File: src/rtl/instr_fetch_unit.sv
// instr_fetch_unit: PC, credit-limited imem request issue, response FIFO and redirect/drop handling.
module instr_fetch_unit #(
    parameter int XLEN = 32,
    parameter logic [XLEN-1:0] RESET_PC = '0,
    parameter int BUF_DEPTH = 4
) (
    input  logic            clk,
    input  logic            reset,
    output logic            imem_req_valid,
    input  logic            imem_req_ready,
    output logic [XLEN-1:0] imem_addr,
    input  logic            imem_rsp_valid,
    input  logic [XLEN-1:0] imem_rsp_data,
    output logic            instr_valid,
    input  logic            instr_ready,
    output logic [XLEN-1:0] instr,
    output logic [XLEN-1:0] instr_pc,
    output logic [XLEN-1:0] instr_pcplus4,
    input  logic            redirect_valid,
    input  logic [XLEN-1:0] redirect_pc
);
    localparam int CW = $clog2(BUF_DEPTH + 1);
    localparam int PW = $clog2(BUF_DEPTH);
    localparam int SW = CW + 2;
    logic [XLEN-1:0] pc;
    logic [XLEN-1:0] word_q [BUF_DEPTH];
    logic [XLEN-1:0] tag_q [BUF_DEPTH];
    logic [PW-1:0] rd_ptr, wr_ptr;
    logic [CW-1:0] count_buf, count_live, count_drop;
    logic [SW-1:0] budget;
    logic [XLEN-1:0] rsp_tag;
    logic acc, push, pop, drop_hit;
    function automatic logic [PW-1:0] nxt(input logic [PW-1:0] p);
        return (p == PW'(BUF_DEPTH - 1)) ? '0 : p + PW'(1);
    endfunction
    always_comb begin
        budget = SW'(count_buf) + SW'(count_live) + SW'(count_drop);
        imem_req_valid = !reset && (budget < SW'(BUF_DEPTH));
        acc = imem_req_valid && imem_req_ready;
        drop_hit = imem_rsp_valid && (count_drop != '0);
        push = imem_rsp_valid && (count_drop == '0) && !redirect_valid;
        instr_valid = !reset && (count_buf != '0) && !redirect_valid;
        pop = instr_valid && instr_ready;
        // live requests are consecutive words ending just below pc, so the oldest one's address is recoverable
        rsp_tag = pc - (XLEN'(count_live) << 2);
    end
    assign imem_addr = pc;
    assign instr = word_q[rd_ptr];
    assign instr_pc = tag_q[rd_ptr];
    assign instr_pcplus4 = instr_pc + XLEN'(4);
    always_ff @(posedge clk) begin
        if (reset) begin
            pc <= RESET_PC;
            count_buf <= '0;
            count_live <= '0;
            count_drop <= '0;
            rd_ptr <= '0;
            wr_ptr <= '0;
        end else if (redirect_valid) begin
            pc <= redirect_pc & ~XLEN'(3);
            count_drop <= count_drop + count_live + CW'(acc) - CW'(imem_rsp_valid);
            count_live <= '0;
            count_buf <= '0;
            rd_ptr <= '0;
            wr_ptr <= '0;
        end else begin
            if (acc) pc <= pc + XLEN'(4);
            count_drop <= count_drop - CW'(drop_hit);
            count_live <= count_live + CW'(acc) - CW'(push);
            count_buf <= count_buf + CW'(push) - CW'(pop);
            if (push) wr_ptr <= nxt(wr_ptr);
            if (pop) rd_ptr <= nxt(rd_ptr);
        end
    end
    always_ff @(posedge clk) begin
        if (push) begin
            word_q[wr_ptr] <= imem_rsp_data;
            tag_q[wr_ptr] <= rsp_tag;
        end
    end
endmodule

File: config.mk
export PLATFORM = sky130hd
export DESIGN_NAME = instr_fetch_unit
export DESIGN_NICKNAME = d
export VERILOG_FILES = /design/src/rtl/instr_fetch_unit.sv
export SDC_FILE = /design/constraint.sdc
export NUM_CORES = 1
export LEC_CHECK = 0
export BUFFER_PORTS_ARGS = -buffer_cell sky130_fd_sc_hd__buf_2
export CAP_MARGIN = 40
export CORE_ASPECT_RATIO = 1.1
export CORE_MARGIN = 1.5
export CORE_UTILIZATION = 55
export CTS_CLUSTER_DIAMETER = 60
export DETAILED_ROUTE_END_ITERATION = 8
export GPL_TIMING_DRIVEN = 1
export PLACE_DENSITY = 0.8
export SLEW_MARGIN = 10
export SYNTH_ARGS = -nofsm -noshare
export SYNTH_HDL_FRONTEND = slang
export SYNTH_SLANG_ARGS = --single-unit
export TNS_END_PERCENT = 20
File: constraint.sdc
create_clock -name clk -period 5.2 [get_ports clk]
set_input_delay 0.78 -clock clk [delete_from_list [all_inputs] [get_ports clk]]
set_output_delay 0.78 -clock clk [all_outputs]
set_load 0.02 [all_outputs]
# After elaboration in Yosys (flattened, before gate mapping)
# Memory sizes are Yosys's and may differ from the RTL's. A register that Yosys moved wholly into a read port is not among the register bits.
# Cells that the tools add are included.
[word_totals]
output_inout_bits = 130
inputBits = 70
n_memories = 2
regBits = 45
word_cells = 53
ram_bits = 256
[memory_table]
columns = ["name", "words", "width", "read_ports", "rd_ports_with_merged_regs", "wr", "line_no", "source"]
rows = [
  ["tag_q", 4, 32, 1, 1, 1, "27", "logic [XLEN-1:0] tag_q [BUF_DEPTH];"],
  ["word_q", 4, 32, 1, 1, 1, "26", "logic [XLEN-1:0] word_q [BUF_DEPTH];"],
]
[classes]
eq_ne = 2
n_reduce_logical = 15
mux = 11
order_cmp = 1
n_addsub = 15
[op_table]
columns = ["operator", "count"]
rows = [
  ["$add A32 B3 Y32 const B", 2],
  ["$mux W32", 2],
  ["$sub A32 B5 Y32", 1],
  ["$mux W2", 6],
  ["$sub A3 B1 Y3", 4],
  ["$add A3 B1 Y3", 3],
  ["$logic_and A1 B1 Y1", 8],
  ["$reduce_bool A3 Y1", 2],
  ["$add A4 B3 Y5", 1],
  ["$lt A5 B3 Y1 const B", 1],
  ["$add A2 B1 Y2 const B", 2],
  ["$add A3 B3 Y4", 1],
  ["$eq A2 B2 Y1 const B", 2],
  ["$add A3 B3 Y3", 1],
  ["$logic_not A3 Y1", 1],
  ["$mux W3", 1],
  ["$logic_not A1 Y1", 2],
  ["$mux W1", 2],
  ["$reduce_bool A2 Y1", 1],
  ["$reduce_or A2 Y1", 1],
]

# Longest topological paths before layout
[logic_depth]
depth_word = 8
ltp_mapped = 16
depth_no_buf = 15

# Least setup slack after synthesis
# OpenSTA, ideal clock, no wires.
[synth_path]
path_kind = "flip-flop to flip-flop"
start = "reg count_live[1]"
end = "reg count_drop[2]"
arrival_time_ps = 3694
setup_time_ps = 128
period_less_slack_ps = 3822
path_buffers = 1
path_stages_with_launch = 17
setup_slack_ps = 1378
t_required_ps = 5072
cell_sequence = "dfxtp_1 inv_1 fa_1 nor2_1 fa_1 nor3b_1 o211a_1 nand2_1 inv_1 clkbuf_1 fa_1 fa_1 xnor2_1 xnor2_1 mux2i_1 xnor2_1 nor2_1"
[synth_between]
elab_chain_cells = 8
word_cells_on_any_way = 9
cone_classes = "5 x add/sub; 1 x order compare; 1 x mux; 2 x reduce/logical"
[synth_rtl]
columns = ["element", "line_no", "source"]
rows = [
  ["start, declared", "29", "logic [CW-1:0] count_buf, count_live, count_drop;"],
  ["start signal, assigned", "69", "count_live <= count_live + CW'(acc) - CW'(push);"],
  ["$add A3 B3 Y4", "37", "budget = SW'(count_buf) + SW'(count_live) + SW'(count_drop);"],
  ["$add A4 B3 Y5", "37", ""],
  ["$lt A5 B3 Y1", "38", "imem_req_valid = !reset && (budget < SW'(BUF_DEPTH));"],
  ["$logic_and A1 B1 Y1", "38", ""],
  ["$logic_and A1 B1 Y1", "39", "acc = imem_req_valid && imem_req_ready;"],
  ["$add A3 B1 Y3 (*)", "61", "count_drop <= count_drop + count_live + CW'(acc) - CW'(imem_rsp_valid);"],
  ["$sub A3 B1 Y3 (*)", "61", ""],
  ["$mux W3 (*)", "59", "end else if (redirect_valid) begin"],
  ["end signal, assigned", "61", ""],
  ["end signal, assigned", "68", "count_drop <= count_drop - CW'(drop_hit);"],
  ["end, declared", "29", ""],
]
# Mark *: on every way between the ends. The rest lies on a longest branch, timed or not.
# A chain may end at the register's enable or synchronous reset.

==> flow_summary.yaml <==
run_status:
  outcome: "finished, final reports clean"
yosys:
  yosysMostFrequentCell: "edfxtp_1"
  yosys-top-cells-count: "edfxtp_1 (248), nand2_1 (47), dfxtp_1 (45), mux4_2 (45), nor2_1 (45)"
  ys_types: 66
  synthesis.area_um2: 13200
  yosysTopAreaCellShare: 0.566
  synth-seq-cells: 293
  ys_seq_area_frac: 0.634
  synth_flop_cell: "edfxtp_1"
  yosys.area.top_type: "edfxtp_1"
  synth_edf_count: 248
  synth.area.top_cells: "edfxtp_1 (57%), mux4_2 (7.7%), dfxtp_1 (6.8%)"
  yosys_warnings: 0
  synthCells: 863
  ys_async_sr_fraction: 0
  avgSynthCellArea_um2: 15.2
detailed_routing:
  wire_per_inst_um: 20.3
  drt-pass1-iter-count: 5
  ant_nets: 0
  routed_wl_um: 28100
  vias_per_cell: 5.89
  dr.first_iter.drc_count: 560
  route.detailed.drc: 0
  num_vias: 8140
sta:
  min_period_ps: 4420
  final-max-slew-violation-count: 0
  timing.final.crit_share: 0.850
  fin_skew_ps: 12.8
  tightest_slew_ps: 824
  setup_violations: 0
  grt_setup_unrepaired: "no"
  maxSlewHeadroom: 0.447
  hold_viol_final: 0
  fmax_ghz: 0.226
  fin_tns_setup_ps: 0
finish:
  fillerInstances: 1627
  area_growth_pct: 16.9
  fin_util: 0.653
  layout.nets: 1153
  finalNonFillerCells: 1382
  drive_gt1_frac: 0.299
clocking:
  clk-insertion-delay-late_ps: 540
  cts_max_path_buffers: 3
  postCtsSetupBuffers: 0
  cts-hold-fix-buffers: 0
  htree_levels: 1
  clockRootBuffer: "clkbuf_16"
  cts_tree: "yes"
  numCtsBuffers: 29
  post_cts_resized: 0
  clk_pin_slew_ps: 70
  cts.sinks: 293
pwr:
  power.density_nw_per_um2: 380
  max-vdd-ir-drop_mv: 0.248
  p_total_w: 0.00584
  p_leak_nw: 5.60
floorplanning:
  die_w_um: 150
  io_pins: 200
  initial_utilization: 0.559
  core-area_um2: 23500
  dieArea_um2: 24900
  rows: 59
  fp.dieH_um: 165
grt:
  grt_pass1_wl_um: 43500
  grt_overflow_total: 0
  grt_max_degree: 41
  grt_usage: 0.229
  grt_pass1_vias: 8060
  antenna_found_initial: 0
setup_path:
  start_kind: "flip-flop"
  cp-end-kind: "output pin"
  arrival_ps: 3640
  path_class: "flip-flop to output pin"
  crit_path_max_fanout: 37
  required_ps: 4420
run:
  maxCapViolations: 0
place:
  gp_congestion: 0.893
  hpwl_um: 19200
  placed_cells: 1329
  port_buffers: 191
min_path:
  hp-class: "primary input to flip-flop"
-- registers in the layout, indices dropped and copies added (netlist names), named ones only --
| name | flops |
|---|---|
| word_q | 128 |
| tag_q | 120 |
| imem_addr | 30 |
| count_buf | 3 |
| count_drop | 3 |
| count_live | 3 |
| rd_ptr | 2 |
| wr_ptr | 2 |
-- power by group --
| part | internal (W) | leakage, nW | switching [W] |
|---|---|---|---|
| Clock | 0.00132 | 0.482 | 0.000867 |
| Combinational | 0.000314 | 2.49 | 0.000559 |
| Sequential | 0.00270 | 2.63 | 0.0000781 |
| Total | 0.00434 | 5.60 | 0.00150 |
-- cell type report --
cell class              instances  area, um2  share of cell area
diodes                          1       2.50            0.000163
clock buffers                  31        733              0.0477
clock inverters                21        273              0.0177
inverters                      38        143             0.00927
multi-input cells             486       4420               0.287
flip-flops and latches        293       8350               0.543
well taps                     305        382              0.0248
repair buffers                207       1080              0.0699
-- metrics by stage --
stage	area [um2]	setup slack (ps)	hold slack [ps]
2_1_floorplan	13200	1380	451
3_3_place_gp	14400	1210	464
3_5_place_dp	14400	1200	468
4_1_cts	15400	684	419
5_1_grt	15400	494	426
6_report	15400	781	429
-- worst paths after layout --
check,start,end,slack [ps],depth (start not counted)
setup / recovery,flip-flop,instr_pcplus4[30],780,7
hold / removal,redirect_pc[19],imem_addr[19],430,3
hold reg to reg,rd_ptr[1],flip-flop,480,2
setup reg to reg,count_live[1],count_drop[2],1140,16
-- worst max-delay path, cell delays in order (launching register included) --
cell	delay (ps)
dfxtp_4	660
buf_4	680
mux4_1	510
nand4_1	210
nor4_2	460
nand4_1	190
xnor2_1	180
buf_2	190
-- cells by family (layout without fill, tap and decap cells) --
kind of cell,Yosys count,count (layout),share of synthesized area
adders and majority gates,28,28,0.0312
DFF,293,293,0.634
and+or+nand+nor,246,246,0.103
AOI/OAI and AO/OA,71,71,0.0388
buffers and inverters,89,297,0.0324
xor gates and xnor gates,69,69,0.0459
other,1,7,0.000285
muxes,66,66,0.114
-- cell usage in the layout, fill, tap and decap left out, types with 17 or more instances in the layout --
cell and instances:
xor2_1 25, nand3_1 28, buf_2 191, mux4_2 45, mux4_1 17, clkbuf_16 29
dfxtp_1 43, ha_1 20, edfxtp_1 248, inv_1 36, nor2_1 45, nand2_1 47
xnor2_1 44
-- layer usage --
layer	part of all wire	vias to the layer above	wire, um	track usage
met3	0.078	47	2200	0.0363
met1	0.41	4019	11500	0.301
met4	0.017	0	489	0.0619
li1	-	3726	-	-
met2	0.50	348	13900	0.396
met5	0	-	0	0
No activity file was read; power rests on OpenSTA's default activity.
